===== config.mk =====
export PLATFORM = sky130hd
export DESIGN_NAME = fetch_buffer
export DESIGN_NICKNAME = d
export VERILOG_FILES = /design/src/rtl/fetch_buffer.sv
export SDC_FILE = /design/constraint.sdc
export NUM_CORES = 1
export LEC_CHECK = 0
export BUFFER_PORTS_ARGS = -buffer_cell sky130_fd_sc_hd__buf_2
export CAP_MARGIN = 10
export CORE_ASPECT_RATIO = 1.75
export CORE_MARGIN = 2
export CORE_UTILIZATION = 61
export DETAILED_ROUTE_END_ITERATION = 12
export PLACE_DENSITY = 0.83
export SYNTH_ARGS = -nofsm -noshare
export SYNTH_HDL_FRONTEND = slang
export SYNTH_SLANG_ARGS = --single-unit

===== constraint.sdc =====
create_clock -name clk -period 3.4 [get_ports clk]
set_input_delay 0.34 -clock clk [delete_from_list [all_inputs] [get_ports clk]]
set_output_delay 0.34 -clock clk [all_outputs]
set_load 0.02 [all_outputs]

===== src/rtl/fetch_buffer.sv =====
// rtl/fetch_buffer.sv - instruction prefetch queue between imem and the IF/ID register
module fetch_buffer #(
    parameter int PC_W  = 9,
    parameter int INS_W = 32,
    parameter int DEPTH = 4
) (
    input  logic                       clk,
    input  logic                       reset,
    input  logic                       redirect,
    input  logic [PC_W-1:0]            redirect_pc,
    output logic                       imem_req,
    output logic [PC_W-1:0]            imem_addr,
    input  logic [INS_W-1:0]           imem_rdata,
    output logic                       out_valid,
    output logic [PC_W-1:0]            out_pc,
    output logic [INS_W-1:0]           out_instr,
    input  logic                       out_ready,
    output logic [$clog2(DEPTH+1)-1:0] count
);

    localparam int PTR_W = $clog2(DEPTH);
    localparam int CNT_W = $clog2(DEPTH+1);

    logic [PC_W-1:0]  fetch_pc;
    logic [PC_W-1:0]  pend_pc;
    logic             pend_v;
    logic [PTR_W-1:0] rd_ptr;
    logic [PTR_W-1:0] wr_ptr;
    logic [CNT_W-1:0] cnt_q;
    logic [PC_W-1:0]  mem_pc  [DEPTH];
    logic [INS_W-1:0] mem_ins [DEPTH];

    logic [CNT_W:0]   used;
    logic             issue;
    logic             push;
    logic             pop;

    // An in-flight fetch already owns a FIFO slot, so it counts against the credit.
    assign used      = {1'b0, cnt_q} + {{CNT_W{1'b0}}, pend_v};
    assign issue     = !reset && !redirect && (used < (CNT_W+1)'(DEPTH));
    assign push      = pend_v && !redirect;
    assign out_valid = (cnt_q != '0);
    assign pop       = out_valid && out_ready && !redirect;

    assign imem_req  = issue;
    assign imem_addr = fetch_pc;
    assign count     = cnt_q;
    assign out_pc    = out_valid ? mem_pc[rd_ptr]  : '0;
    assign out_instr = out_valid ? mem_ins[rd_ptr] : '0;

    always_ff @(posedge clk) begin
        if (reset) begin
            fetch_pc <= '0;
            pend_pc  <= '0;
            pend_v   <= 1'b0;
            rd_ptr   <= '0;
            wr_ptr   <= '0;
            cnt_q    <= '0;
        end else if (redirect) begin
            fetch_pc <= redirect_pc;
            pend_v   <= 1'b0;
            rd_ptr   <= '0;
            wr_ptr   <= '0;
            cnt_q    <= '0;
        end else begin
            if (issue) begin
                pend_v   <= 1'b1;
                pend_pc  <= fetch_pc;
                fetch_pc <= fetch_pc + PC_W'(4);
            end else begin
                pend_v   <= 1'b0;
            end
            if (push) begin
                wr_ptr <= wr_ptr + PTR_W'(1);
            end
            if (pop) begin
                rd_ptr <= rd_ptr + PTR_W'(1);
            end
            case ({push, pop})
                2'b10:   cnt_q <= cnt_q + CNT_W'(1);
                2'b01:   cnt_q <= cnt_q - CNT_W'(1);
                default: cnt_q <= cnt_q;
            endcase
        end
    end

    // Storage needs no reset: entries are only visible through count.
    always_ff @(posedge clk) begin
        if (!reset && push) begin
            mem_pc[wr_ptr]  <= pend_pc;
            mem_ins[wr_ptr] <= imem_rdata;
        end
    end

    a_no_overflow: assert property (@(posedge clk) disable iff (reset)
        push |-> (cnt_q < CNT_W'(DEPTH)));
    a_count_bound: assert property (@(posedge clk) disable iff (reset)
        cnt_q <= CNT_W'(DEPTH));

endmodule


==> results.toml <==
[critical_path]
end_kind = "output port"
crit_family = "flip-flops"
crit_required_ps = 3060
crit_path_start_kind = "register"
critPathBufInv = 2
crit_slowest_cell = "dfxtp_2"
cp_cell_sequence = "buf_4 > mux4_2 > and2_1 > buf_2"
critPathMaxFanout = 24
cp.arrival_ps = 2300
crit_type = "reg -> out"
max_stage_delay_ps = 770

[detailed_routing]
viasPerCell = 5.845
dr.pass1.iters = 5
finalWirelength_um = 13360
dr_total_vias = 3875
drt-initial-drc-count = 325
drcViolationCount = 0
routedWlPerCell_um = 20.15
antenna_left = 0

[synth]
synth_xor_area_frac = 0.005914
ys_ff_latch = 192
synth_most_common_cell = "edfxtp_1"
synthSimpleGateAreaFrac = 0.07080
synth_ff_type = "edfxtp_1"
synthAdderAreaFrac = 0.01284
synth_async_sr_flop_share = 0
synthTopCellsByArea = "edfxtp_1 67%, mux4_2 12%, dfxtp_1 7.6%"
synth-edff-count = 164
syn_area_um2 = 7405
synth_top_family_by_area = "multiplexers"
synth_cell_types = 36
synth_compound_area_frac = 0.02433
yosysWarnings = 0
synth.area.mux_share = 0.1288
ys_seq_area_frac = 0.7408
synth_top_area_frac = 0.6651
syn-num-nets = 461
syn_inst = 409
yosysTopAreaCell = "edfxtp_1"
synth_area_per_cell_um2 = 18.10
synth_commonest_cells = "164 x edfxtp_1, 41 x and2_1, 41 x mux4_2"

[clock_network]
cts_setup_buffers = 0
clock_path_buffers = 2
cts_buffers = 17
ctsHtreeMaxLevel = 4
clk_latency_ps = 420
root_buffer = "clkbuf_16"
cts.hold.buffers_added = 0
cts_tree = "built"
cts.sinks = 192
path_clk_slew_ps = 70
cts_resized = 0

[timing]
max_freq_ghz = 0.3781
setup_ws_ps = 755.4
final_hold_viol_count = 0
relSlewSlack = 0.2838
rsz0062_at_grt = "false"
worst_pin_slew_ps = 1074
period_minus_slack_ps = 2645
clock_skew_ps = 12.28
drv_slew = 0
whs_ps = 136.0
setup_violations = 0
finalSetupTns_ps = 0
finalCritPeriodShare = 0.7778

[finish]
diodes = 0
syn_to_final_growth_pct = 16.46
drive_gt1_frac = 0.3517
fin_nets = 565
final-instance-count-excl-fill = 663

[die]
rows = 53
ios = 100
core_um2 = 11940
start_util = 0.6203
die_h_um = 149.8
die_area_um2 = 13070
die_width_um = 87.29

[placement]
place.gp.congestion = 0.8006
place_inst = 631
pre_cts_ws_ps = 1144
io_buffers = 99
place_hpwl_um = 8183

[global_routing]
grt_antenna_before_repair = 0
grt_max_degree = 44
grt_usage = 0.2168
grt_pass1_vias = 3997
overflow = 0
grt_pass1_wl_um = 20800

[power_and_ir_drop]
powerDensity_nw_per_um2 = 536.0
finalPower_uw = 4622
p_leak_uw = 0.003131
ir_worst_vdd_mv = 0.3659

[worst_hold_path]
hold_path.class = "in -> reg"

[status]
status = "finished, final reports clean"

[run]
drv_cap = 0
registers in the layout, summed over array words and instances (netlist names), named ones only:
register   flops
mem_pc        36
rd_ptr         2
imem_addr      9
mem_ins      128
count          3
wr_ptr         2
pend_v         1
pend_pc        9
report_power, final:
group | internal (µW) | switching [µW]
clock | 1090 | 793
combinational | 60.0 | 90.4
sequential | 2570 | 19.3
cells by family after synthesis:
kind of cell | count (synthesis)
buf+inv | 31
mux | 44
xor+xnor | 5
fa+ha+maj | 7
simple gates | 100
compound gates | 30
flops | 192
cell type report:
class / instances / area (µm²)
clock buffers: 25 / 529.3
clock inverters: 7 / 45.04
fillers: 740 / 3313
inverters: 10 / 37.54
multi-input cells: 186 / 1802
flip-flops and latches: 192 / 5490
well taps: 137 / 171.4
repair buffers: 106 / 548.0
worst register-to-register path, delay by kind of cell, from the launching register on:
kind / cells / cell delay (ps)
XOR/XNOR: 1 / 160
adder cells (fa/ha/maj): 2 / 570
flip-flops: 1 / 410
AO/OA/AOI/OAI: 1 / 130
AND/OR/NAND/NOR: 4 / 630
buffers and inverters: 1 / 70
cells in the final DEF, fill, tap and decap left out, types with 2 or more instances in the layout:
master and instances:
nor2_1 13, or3_1 2, dfxtp_1 26, and2_1 41, clkbuf_16 20, inv_1 9, xor2_1 4, nand2_1 29
o21ai_0 2, a21oi_1 17, clkinv_2 3, ha_1 6, inv_4 2, buf_4 7, edfxtp_1 164, o22ai_1 3
clkbuf_1 4, mux2i_1 3, buf_2 99, and3_2 4, nand3_1 3, a22oi_1 2, mux4_2 41
path summary, 6_finish.rpt:
check                                   start             to  slack [ps]  cells after the start
worst max-delay path                 register   out_instr[1]         760                      4
worst min-delay path            imem_rdata[3]  mem_ins[2][3]         140                      1
worst max register to register       count[0]       count[2]        1360                      9
worst min register to register   imem_addr[0]     pend_pc[0]         490                      2
per-stage QoR:
stage / utilization / cell area, µm²
2_1_floorplan: - / 7405
3_5_place_dp: 0.6743 / 8049
3_3_place_gp: 0.6743 / 8049
4_1_cts: 0.7224 / 8623
6_report: 0.7224 / 8623
5_1_grt: 0.7224 / 8623
metal layers:
metal  GRT usage  routed length, µm  up-vias  part of all wire
li1            -                  -     1785                 -
met3     0.04744                644        7             0.048
met1      0.2739               5305     1956              0.40
met4     0.06923                128        0            0.0096
met2      0.3720               7283      127              0.55
met5           0                  0        -                 0
Power figures use the tool's default switching activity.
